$ cat config.mk
export PLATFORM = sky130hd
export DESIGN_NAME = pipe_scroller
export DESIGN_NICKNAME = d
export VERILOG_FILES = /design/src/rtl/pipe_scroller.sv
export SDC_FILE = /design/constraint.sdc
export NUM_CORES = 1
export LEC_CHECK = 0
export ABC_AREA = 1
export CAP_MARGIN = 20
export CORE_ASPECT_RATIO = 0.8
export CORE_MARGIN = 3
export CORE_UTILIZATION = 55
export DETAILED_ROUTE_END_ITERATION = 6
export DONT_BUFFER_PORTS = 1
export GPL_TIMING_DRIVEN = 0
export MAX_ROUTING_LAYER = met4
export PLACE_DENSITY = 0.8
export SLEW_MARGIN = 15
export SYNTH_ARGS = -nofsm -noshare
export SYNTH_HDL_FRONTEND = slang
export SYNTH_SLANG_ARGS = --single-unit
export TNS_END_PERCENT = 30
$ cat constraint.sdc
create_clock -name clk -period 11.8 [get_ports clk]
set_clock_uncertainty 0.1 [all_clocks]
set_input_delay 1.18 -clock clk [delete_from_list [all_inputs] [get_ports clk]]
set_output_delay 1.18 -clock clk [all_outputs]
set_load 0.005 [all_outputs]
$ cat src/rtl/pipe_scroller.sv
// pipe_scroller: scrolls buffered pipe columns right-to-left across the playfield with gap columns
// Ports:
//   clk, reset  - rising-edge clock, asynchronous active-high reset
//   enable      - game running; scrolling advances only while high
//   col_valid   - column offered on col_data
//   col_data    - incoming pipe column, bit r = pipe block at row r
//   col_ready   - one-column buffer is empty
//   grid        - playfield image, column c at [c*ROWS +: ROWS]
//   pass_pulse  - one-cycle pulse after a pipe column leaves BIRD_COL
//   underrun    - sticky; a pipe slot found the buffer empty
module pipe_scroller #(
    parameter int ROWS       = 16,
    parameter int COLS       = 16,
    parameter int SCROLL_DIV = 4,
    parameter int GAP_COLS   = 3,
    parameter int BIRD_COL   = 3
) (
    input  logic                 clk,
    input  logic                 reset,
    input  logic                 enable,
    input  logic                 col_valid,
    input  logic [ROWS-1:0]      col_data,
    output logic                 col_ready,
    output logic [COLS*ROWS-1:0] grid,
    output logic                 pass_pulse,
    output logic                 underrun
);
    localparam int TW = $clog2(SCROLL_DIV);
    localparam int SW = $clog2(GAP_COLS + 2);
    localparam logic [TW-1:0] TICK_MAX = TW'(SCROLL_DIV - 1);
    localparam logic [SW-1:0] GAP = SW'(GAP_COLS);
    typedef enum logic {EMPTY, FULL} buf_state_t;
    buf_state_t      state;
    logic [ROWS-1:0] buf_data;
    logic [TW-1:0]   tick_cnt;
    logic [SW-1:0]   spacer_cnt;
    logic [COLS-1:0] marker;
    logic            step, pipe_slot, consume;
    logic [ROWS-1:0] entry;
    assign col_ready = state == EMPTY;
    assign step      = enable && tick_cnt == TICK_MAX;
    assign pipe_slot = step && spacer_cnt == GAP;
    assign consume   = pipe_slot && state == FULL;
    assign entry     = consume ? buf_data : '0;
    always_ff @(posedge clk or posedge reset) begin
        if (reset) begin
            state      <= EMPTY;
            buf_data   <= '0;
            tick_cnt   <= '0;
            spacer_cnt <= GAP;
            marker     <= '0;
            grid       <= '0;
            pass_pulse <= 1'b0;
            underrun   <= 1'b0;
        end else begin
            pass_pulse <= step && marker[BIRD_COL];
            if (enable)
                tick_cnt <= step ? '0 : tick_cnt + TW'(1);
            if (step) begin
                grid       <= {entry, grid[COLS*ROWS-1:ROWS]};
                marker     <= {consume, marker[COLS-1:1]};
                // an empty pipe slot leaves spacer_cnt at GAP so the pipe is retried next step
                spacer_cnt <= spacer_cnt < GAP ? spacer_cnt + SW'(1) : consume ? '0 : spacer_cnt;
                if (pipe_slot && !consume)
                    underrun <= 1'b1;
            end
            if (state == EMPTY && col_valid) begin
                buf_data <= col_data;
                state    <= FULL;
            end else if (consume) begin
                state <= EMPTY;
            end
        end
    end
endmodule

**Word-level counts from Yosys, hierarchy flattened**

Cells that the tools add are included.
Widths: inputs -> output; s select.

- Register bits: 296
- Latch bits: 0
- Memory bits (writable): 0
- Memory bits (read-only): 0
- Input bits: 20
- Output and inout port bits: 259
- Word-level logic and storage cells: 31
- Memories: 0

- $add $sub $neg: 2
- $mul: 0
- Div/mod/pow operators: 0
- Order comparisons: 1
- Eq/ne operators: 2
- Shift-type cells: 0
- Mux-type cells: 6
- Bitwise operators: 1
- Reductions and logical operators: 11

Operator list:

| kind | count |
|---|---|
| $mux 16 | 1 |
| $logic_and 1x1->1 | 6 |
| $mux 3 | 2 |
| $reduce_and 2->1 | 2 |
| $reduce_bool 2->1 | 2 |
| $add 3x1->3 const B | 1 |
| $eq 3x2->1 const B | 1 |
| $lt 3x2->1 const B | 1 |
| $add 2x1->2 const B | 1 |
| $eq 2x2->1 const B | 1 |
| $mux 1 | 2 |
| $mux 2 | 1 |
| $logic_not 1->1 | 1 |
| $not 1->1 | 1 |

**Logic depth before layout (Yosys ltp)**

Gate-level depths: netlist of run 1.

- Word-level depth: 7
- Depth in mapped cells: 8
- Depth with buffers taken out: 8

**Worst setup path before layout of run 1**

No wires, ideal clock.

- Path type: register -> output
- From: register state
- To: output col_ready
- Data arrival time: 0.799 ns
- Data required time: 10.520 ns
- Slack: 9.721 ns
- Stages on the path, launching flop included: 4
- Buffers on the path: 2
- Cells stage by stage: dfrtp_1 > buf_4 > inv_2 > buf_2

- Cells in the longest elaborated chain, start to end: 1

Ends and longest elaborated chain:

| what | RTL line | source |
|---|---|---|
| start: declaration | 33 | `buf_state_t state;` |
| start signal: assignment | 47 | `state <= EMPTY;` |
| start signal: assignment | 69 | `state <= FULL;` |
| start signal: assignment | 71 | `state <= EMPTY;` |
| $not 1->1 | 40 | `assign col_ready = state == EMPTY;` |
| end: declaration | 23 | `output logic col_ready,` |

Every way passes these cells.

**Final worst setup path of run 1**

Ends and elaborated chain as after synthesis.

==> results of run 1 <==
sequential cells by signal, summed over array words and instances, names as in the netlist:
name / count
spacer_cnt: 3
state: 1
tick_cnt: 2
pass_pulse: 1
buf_data: 16
marker: 13
underrun: 1
grid: 256
Yosys cell counts:
cell	number	area [µm²]
sky130_fd_sc_hd__nand2_1	694	2610
sky130_fd_sc_hd__dfrtp_1	291	7280
sky130_fd_sc_hd__o21ai_0	67	335
sky130_fd_sc_hd__inv_1	40	150
sky130_fd_sc_hd__nand3_1	33	165
sky130_fd_sc_hd__buf_6	32	360
sky130_fd_sc_hd__buf_2	24	120
sky130_fd_sc_hd__clkbuf_1	7	26.3
sky130_fd_sc_hd__nor2_1	7	26.3
sky130_fd_sc_hd__ha_1	3	37.5
sky130_fd_sc_hd__nand2_2	3	18.8
sky130_fd_sc_hd__a21oi_1	2	10.0
sky130_fd_sc_hd__dfstp_2	2	52.6
sky130_fd_sc_hd__inv_2	2	7.51
sky130_fd_sc_hd__a21o_1	1	7.51
sky130_fd_sc_hd__buf_4	1	7.51
sky130_fd_sc_hd__buf_8	1	15.0
sky130_fd_sc_hd__mux2_2	1	11.3
sky130_fd_sc_hd__nand2_4	1	11.3
sky130_fd_sc_hd__nor2_8	1	20.0
sky130_fd_sc_hd__o21ai_1	1	5.00
sky130_fd_sc_hd__o22ai_1	1	6.26
final cells by class:
| class | count | area, µm² | share of cell area, % |
|---|---|---|---|
| plain buffers | 65 | 529 | 4.20 |
| clock buffers | 43 | 848 | 6.73 |
| multi-input cells | 815 | 3260 | 25.9 |
| flip-flops and latches | 293 | 7330 | 58.2 |
| clock inverters | 9 | 81.3 | 0.645 |
| well taps | 264 | 330 | 2.62 |
| repair buffers | 2 | 55.1 | 0.437 |
| inverters | 42 | 165 | 1.31 |
metrics by stage:
| step | util, % | cell area [µm²] | std cells | setup WS (ps) | hold WS [ps] |
|---|---|---|---|---|---|
| 3_5_place_dp | 58.5 | 11700 | 1481 | 9130 | 359 |
| 5_1_grt | 63.1 | 12600 | 1533 | 9010 | 390 |
| 2_1_floorplan | - | 11300 | 1215 | 2430 | 342 |
| 3_3_place_gp | 58.1 | 11600 | 1479 | -395 | 350 |
| 6_report | 63.1 | 12600 | 1533 | 9080 | 368 |
| 4_1_cts | 63.1 | 12600 | 1533 | 9060 | 372 |
path summary, 6_finish.rpt:
| check | start | to | slack (ps) | cells past startpoint |
|---|---|---|---|---|
| worst max-delay path | state$_DFFE_PP0P_ | col_ready | 9080 | 3 |
| worst max register to register | tick_cnt[0]$_DFFE_PP0P_ | grid[225]$_DFFE_PP0P_ | 10020 | 5 |
| max in group asynchronous | reset | grid[238]$_DFFE_PP0P_ | 9800 | 3 |
| worst min-delay path | marker[11]$_DFFE_PP0P_ | marker[10]$_DFFE_PP0P_ | 370 | 2 |
| worst min register to register | marker[11]$_DFFE_PP0P_ | marker[10]$_DFFE_PP0P_ | 370 | 2 |
| min in group asynchronous | reset | grid[16]$_DFFE_PP0P_ | 470 | 1 |
power groups by stage:
stage               logic, mW  clock network [mW]  registers, mW
floorplan               0.456                   0           1.64
finish                  0.576               0.897           1.80
detailed placement      0.575                   0           1.81
global route            0.677               0.948           1.84
global placement        0.537                   0           1.80
CTS                     0.584               0.907           1.80
kinds of logic (layout without fill, tap and decap cells):
kind of cell,Yosys count,in the layout
AO/OA/AOI/OAI,72,72
adder cells (fa/ha/maj),3,3
buffers and inverters,107,161
flip-flops,293,293
multiplexers,1,1
AND/OR/NAND/NOR,739,739
tightest hold or removal path, stage by stage, from the launching register on:
cell and delay (ps):
sky130_fd_sc_hd__dfrtp_1 340, sky130_fd_sc_hd__nand2_1 50, sky130_fd_sc_hd__nand2_1 50
metal layers:
layer,track usage [%],routed length [µm],vias to the layer above
met5,-,0,-
met4,5.22,553,0
met3,10.6,3300,49
met2,41.1,13700,349
met1,35.5,12000,4040
li1,-,-,3796
==> impl_metrics.toml, run 1 <==
[status]
status = "complete, no violations"

[cts]
cts_repair_resize_count = 0
clock_latency_ps = 530
tritoncts_clock_tree = "done"
htree_levels = 1
cts_root_cell = "sky130_fd_sc_hd__clkbuf_16"
cts.hold.buffers_added = 0
cts_buffer_depth = 3
cts_sinks = 293
clkTransAtPathRegs_ps = 60
postCtsSetupRepairBufs = 0
cts_buffers = 29

[layout]
final.fill_count = 1610
syn2layout_area_growth_pct = 11.7
final_layout_size_suffix_gt1_share_pct = 9.14
final_net_count = 1271
antennaDiodeCount = 0
leading_cell_types_in_the_layout_fill_and_taps_excluded = "sky130_fd_sc_hd__nand2_1 (694), sky130_fd_sc_hd__dfrtp_1 (291), sky130_fd_sc_hd__o21ai_0 (67)"
layout_commonest_cell = "sky130_fd_sc_hd__nand2_1"

[drt]
drtPass1Iterations = 5
ant_nets = 0
route.vias.total = 8234
avgRoutedWirePerCell_um = 19.2
drt_wl_total_um = 29500
routed_via_density = 5.37
drc = 0
drt_iter0_drc = 679

[worst_setup_path]
critPathBufInv = 3
cp-start-kind = "flop"
worst_path_cell_with_the_longest_stage_delay = "sky130_fd_sc_hd__dfrtp_1"
timing.critical_path.max_delay_family = "buffers and inverters"
worst_ep_arrival_time_ps = 1440
timing_worst_setup_path_type = "reg -> out"
data_required_time_at_the_worst_endpoint_ps = 10520
timing.critical_path.to_type = "output port"
path_cells = "buf_4 -> inv_2 -> buf_2"
critical-path-max-stage-delay_ps = 360
cp_max_fo = 10

[power]
p_clk_share_pct = 27.4
static-leakage-power_nw = 6.91
power_dens_cells_mw_per_mm2 = 260
p_seq_share_pct = 55.0
total_switching_power_mw = 1.16
p_sw_share_pct = 35.6
power.share.combinational_pct = 17.6
max-vdd-ir-drop_mv = 0.156
cellInternalPower_mw = 2.11
report.power.total_mw = 3.27

[timing]
report.final.setup_viol = 0
timing.setup.tns_ps = 0
max-slew-margin-rel_pct = 57.8
final_max_slew_violation_count = 0
clock.fmax_mhz = 368
final_min_period_over_clock_period_pct = 23.1
final.min_clock_period_ps = 2720
worstMarginPinSlew_ps = 633
rsz0062_at_grt = "no"
hold_violations = 0

[synthesis]
synth-adder-area-share_pct = 0.333
synth.area.mux_share_pct = 0.0998
netlist_instances = 1215
ys_warn_count = 0
post_synth_instance_area_mm2 = 0.0113
yosys.area_share.simple_pct = 25.2
combinational_family_with_the_most_area_after_synthesis = "simple AND/OR/NAND/NOR gates"
syn_nets = 1238
postSynthAreaPerCell_um2 = 9.28
post_synth_xor_area_fraction_pct = 0
synth_compound_area_share_pct = 3.23
ys_seq_elements = 293
synth_seq_area_share_pct = 65.0
synth_cell_types = 22

[global_route]
grt_pass1_vias = 8216
grt_usage_pct = 27.1
grt_remaining_overflow = 0
first_pass_grt_wire_length_um = 46900
grt_antenna_before_repair = 0
maximum_number_of_pins_on_one_net_before_global_route_repair = 105

[die]
rows = 46
floorplan.initialDensity_pct = 56.5
chipWidth_um = 166
die_h_um = 134
floorplan.die_area_mm2 = 0.0223
core_region_area_mm2 = 0.0200
ios = 279

[placement]
finalWeightedCongestion = 0.866
detailed_place_hpwl_um = 21000
buffer_ports.inserted = 0

[hold_path]
holdCritPathClass = "reg -> reg"

[flow_run]
max_cap_viol_count = 0
(Power assumes the default switching activity.)
==> inputs of run 2 (changes only) <==
Settings changed: PLACE_DENSITY 0.8 to 0.83.
Clock period 11.8 ns to 2.5 ns, I/O delays scaled along.
==> impl_metrics.toml, run 2 (synthesis results as in run 1) <==
[layout]
final_layout_size_suffix_gt1_share_pct = 9.77
syn2layout_area_growth_pct = 15.5
final.fill_count = 1522
post-route-util_pct = 65.2
antennaDiodeCount = 0
largest_reg_flops = 256
final_cell_area_mm2 = 0.0130
final_net_count = 1301
max_flop_register = "grid"
top_regs = "grid: 256 flops, buf_data: 16 flops, marker: 13 flops"
leading_cell_types_in_the_layout_fill_and_taps_excluded = "sky130_fd_sc_hd__nand2_1 (694), sky130_fd_sc_hd__dfrtp_1 (291), sky130_fd_sc_hd__o21ai_0 (67)"
layout_commonest_cell = "sky130_fd_sc_hd__nand2_1"

[cts]
tritoncts_clock_tree = "done"
cts_root_cell = "sky130_fd_sc_hd__clkbuf_16"
cts_buffers = 28
cts_sinks = 293
htree_levels = 1
cts_repair_resize_count = 0
clkTransAtPathRegs_ps = 60
clock_latency_ps = 530
cts_buffer_depth = 3

[die]
ios = 279
floorplan.initialDensity_pct = 56.5
floorplan.die_area_mm2 = 0.0223
rows = 46
core_region_area_mm2 = 0.0200
die_h_um = 134
chipWidth_um = 166

[drt]
route.vias.total = 8554
avgRoutedWirePerCell_um = 19.7
ant_nets = 0
drc = 0
drt_wl_total_um = 30900
routed_via_density = 5.47
drt_iter0_drc = 793
drtPass1Iterations = 5

[timing]
final_min_period_over_clock_period_pct = 74.2
rsz0062_at_grt = "no"
clock.fmax_mhz = 539
worstMarginPinSlew_ps = 639
hold_violations = 0
report.final.setup_viol = 0
timing.setup.tns_ps = 0
max-slew-margin-rel_pct = 57.4
hold_slack_ps = 59.4
final.min_clock_period_ps = 1850
final_max_slew_violation_count = 0

[placement]
buffer_ports.inserted = 0
finalWeightedCongestion = 0.907
detailed_place_hpwl_um = 22200
placement.cell_area_mm2 = 0.0118

[global_route]
grt_pass1_vias = 8583
first_pass_grt_wire_length_um = 48900
maximum_number_of_pins_on_one_net_before_global_route_repair = 39
grt_antenna_before_repair = 0
grt_usage_pct = 28.3
grt_remaining_overflow = 0

[worst_setup_path]
timing_worst_setup_path_type = "reg -> out"
critical_path.endpoint = "col_ready"
cp-start-kind = "flop"
data_required_time_at_the_worst_endpoint_ps = 2150
worstReg2RegStart = "tick_cnt[0]$_DFFE_PP0P_"
cp_max_fo = 10
worst_ep_arrival_time_ps = 1500
setup.worst_path.start = "state$_DFFE_PP0P_"
r2r-end = "grid[60]$_DFFE_PP0P_"
timing.critical_path.to_type = "output port"
rrSetupSlack_ps = 690
worst_r2r_path_depth = 5

[status]
status = "complete, no violations"

[power]
max-vdd-ir-drop_mv = 0.680
power_dens_cells_mw_per_mm2 = 1220
static-leakage-power_nw = 7.08

[hold_path]
worst_hold_path.num_cells = 3
holdCritPathClass = "in -> reg"

[flow_run]
max_cap_viol_count = 0
[run 2: critical path: stages, from the launching register on]
cell and delay, ps:
sky130_fd_sc_hd__dfrtp_1 360, sky130_fd_sc_hd__buf_4 160, sky130_fd_sc_hd__inv_2 160, sky130_fd_sc_hd__buf_2 280
[run 2: report_power, final]
part           switching (mW)  leakage, nW  internal (mW)
registers                2.10         3.97           6.44
clock network            1.84        0.476           2.64
logic                    1.72         2.63           1.10
total                    5.67         7.08           10.2
[run 2: repair_timing]
action                    4_1_cts  5_1_grt
hold buffers                   24        0
buffers inserted                0        0
hold endpoints to repair      119        0
[run 2: metal layers]
metal	global-route usage [%]	wire (µm)	share of wire, %
met1	36.8	12300	40
met2	43.0	14200	46
met3	10.6	3720	12
met4	6.79	692	2.2
met5	-	0	0
[run 2: final cells by class]
class | count | area [µm²] | area share, %
Buffer | 65 | 529 | 4.06
Clock buffer | 35 | 778 | 5.97
Clock inverter | 17 | 206 | 1.58
Inverter | 42 | 161 | 1.24
Multi-Input combinational cell | 815 | 3260 | 25.0
Sequential cell | 293 | 7330 | 56.3
Tap cell | 264 | 330 | 2.54
Timing Repair Buffer | 33 | 428 | 3.28
[run 2: worst min path at each step]
stage,slack [ps],to,startpoint
after floorplan,250,tick_cnt[0]$_DFFE_PP0P_,enable
after global placement,250,tick_cnt[0]$_DFFE_PP0P_,enable
after detailed placement,-80,buf_data[0]$_DFFE_PP0P_,reset
after CTS,40,buf_data[15]$_DFFE_PP0P_,col_valid
after global routing,90,buf_data[15]$_DFFE_PP0P_,col_valid
final,60,buf_data[15]$_DFFE_PP0P_,col_valid
[run 2: stage by stage]
step | worst slack, ps | cells | power (mW)
final | 646 | 1564 | 15.8
after detailed placement | 738 | 1488 | 11.3
after CTS | 664 | 1564 | 15.9
after global routing | 596 | 1564 | 16.7
after global placement | -3100 | 1479 | 11.1
after floorplan | -1740 | 1215 | 9.88
==> inputs of run 3 (changes only) <==
Settings changed: PLACE_DENSITY 0.83 to 0.8.
Clock period 2.5 ns to 1.8 ns, I/O delays scaled along.
==> impl_metrics.toml, run 3 (synthesis results as in run 1) <==
[timing]
report.final.setup_viol = 0
rsz0062_at_grt = "yes"
final_min_period_over_clock_period_pct = 94.2
final.min_clock_period_ps = 1690
final_max_slew_violation_count = 0
timing.setup.tns_ps = 0
worstMarginPinSlew_ps = 511
hold_violations = 0
clock.fmax_mhz = 590
max-slew-margin-rel_pct = 65.9

[global_route]
grt_antenna_before_repair = 0
grt_remaining_overflow = 0
grt_pass1_vias = 8515
maximum_number_of_pins_on_one_net_before_global_route_repair = 39
first_pass_grt_wire_length_um = 47500
grt_usage_pct = 27.3

[drt]
drt_wl_total_um = 30000
route.vias.total = 8534
drtPass1Iterations = 5
drt_iter0_drc = 749
ant_nets = 0
drc = 0
routed_via_density = 5.45
avgRoutedWirePerCell_um = 19.1

[layout]
max_flop_register = "grid"
final.fill_count = 1542
leading_cell_types_in_the_layout_fill_and_taps_excluded = "sky130_fd_sc_hd__nand2_1 (694), sky130_fd_sc_hd__dfrtp_1 (291), sky130_fd_sc_hd__o21ai_0 (67)"
top_regs = "grid: 256 flops, buf_data: 16 flops, marker: 13 flops"
final_net_count = 1303
largest_reg_flops = 256
syn2layout_area_growth_pct = 15.7
layout_commonest_cell = "sky130_fd_sc_hd__nand2_1"
antennaDiodeCount = 0
sequential_cell_area_mm2 = 0.00733
final_layout_size_suffix_gt1_share_pct = 10.1
final_cells = 1566
multi_input_area_mm2 = 0.00326

[cts]
htree_levels = 1
tritoncts_clock_tree = "done"
cts_root_cell = "sky130_fd_sc_hd__clkbuf_16"
cts_buffers = 29
cts_sinks = 293
clock_latency_ps = 530
clkTransAtPathRegs_ps = 70
cts_buffer_depth = 3

[power]
max-vdd-ir-drop_mv = 1.02
static-leakage-power_nw = 7.10
power_dens_cells_mw_per_mm2 = 1680

[worst_setup_path]
worst_path_cell_with_the_longest_stage_delay = "sky130_fd_sc_hd__dlygate4sd3_1"
path_cells = "buf_4 -> inv_4 -> nand2_2 -> nor2_1 -> a21oi_1 -> dlygate4sd3_1"
worst_ep_arrival_time_ps = 2010
cp-start-kind = "flop"
critPathBufInv = 3
timing_worst_setup_path_type = "reg -> reg"
rrSetupSlack_ps = 110
timing.critical_path.max_delay_family = "buffers and inverters"
cp_max_fo = 10
data_required_time_at_the_worst_endpoint_ps = 2110
timing.critical_path.to_type = "flop"
critical-path-max-stage-delay_ps = 550

[placement]
finalWeightedCongestion = 0.882
buffer_ports.inserted = 0
placed_cells_incl_taps = 1487
detailed_place_hpwl_um = 21500

[die]
chipWidth_um = 166
floorplan.initialDensity_pct = 56.5
die_h_um = 134
ios = 279
rows = 46
floorplan.die_area_mm2 = 0.0223
core_region_area_mm2 = 0.0200

[status]
status = "complete, no violations"

[flow_run]
max_cap_viol_count = 0

[hold_path]
holdCritPathClass = "in -> reg"
-- run 3: cell count changes in the layout (fill, tap and decap cells not counted), moves of 2 or more --
cell / delta
sky130_fd_sc_hd__clkbuf_2: +4
sky130_fd_sc_hd__clkinvlp_4: -3
sky130_fd_sc_hd__clkbuf_1: -4
sky130_fd_sc_hd__dlygate4sd3_1: +2
sky130_fd_sc_hd__clkbuf_8: +4
-- run 3: report_power, final --
group	leakage [nW]	total, mW	internal, mW	switching (mW)
combinational	2.63	3.93	1.56	2.37
sequential	3.97	11.8	8.95	2.83
clock	0.497	6.23	3.69	2.53
total	7.10	21.9	14.2	7.74
-- run 3: tightest hold or removal path, delay by kind of cell --
| family | cells | cell delay [ps] |
|---|---|---|
| simple gates | 4 | 290 |
| buf+inv | 2 | 200 |
-- run 3: through the flow --
step	worst slack, ps	power (mW)	hold WS, ps	util, %	instance area, µm²
after global placement	-3780	15.3	181	58.2	11600
after floorplan	-2370	13.7	176	-	11300
after detailed placement	2.25	15.7	10.8	59.0	11800
final	105	21.9	39.5	65.3	13000
after global routing	-5.14	23.2	64.2	65.3	13000
after CTS	17.6	22.0	22.4	65.3	13000
-- run 3: final cells by class --
class	count	share of cell area, %
sequential	293	56.2
clock buffer	39	6.39
buffer	65	4.10
timing repair buffer	34	3.22
inverter	42	1.26
clock inverter	14	1.30
tap	264	2.53
multi-input combinational	815	25.0
-- run 3: path summary, 6_finish.rpt --
kind / endpoint / startpoint / cells after the start
max: buf_data[15]$_DFFE_PP0P_ / state$_DFFE_PP0P_ / 6
min: spacer_cnt[1]$_DFFE_PP1P_ / enable / 6
max reg2reg: buf_data[15]$_DFFE_PP0P_ / state$_DFFE_PP0P_ / 6
min reg2reg: marker[13]$_DFFE_PP0P_ / marker[14]$_DFFE_PP0P_ / 2
max in group asynchronous: grid[89]$_DFFE_PP0P_ / reset / 5
min in group asynchronous: buf_data[6]$_DFFE_PP0P_ / reset / 2
-- run 3: timing repair --
action                                 in CTS  in global routing
endpoints found under the hold margin     101                  0
setup buffers                               0                  0
hold buffers                               26                  0
setup endpoints to repair                   2                 20
gates resized for setup                     1                  7
-- run 3: per-layer routing --
layer  vias to the layer above  global-route usage [%]  share of wire [%]
met5                         -                       -                  0
met4                         0                    7.07                2.6
met3                        65                    10.3                 11
met2                       419                    41.2                 46
met1                      4178                    35.4                 41
li1                       3872                       -                  -
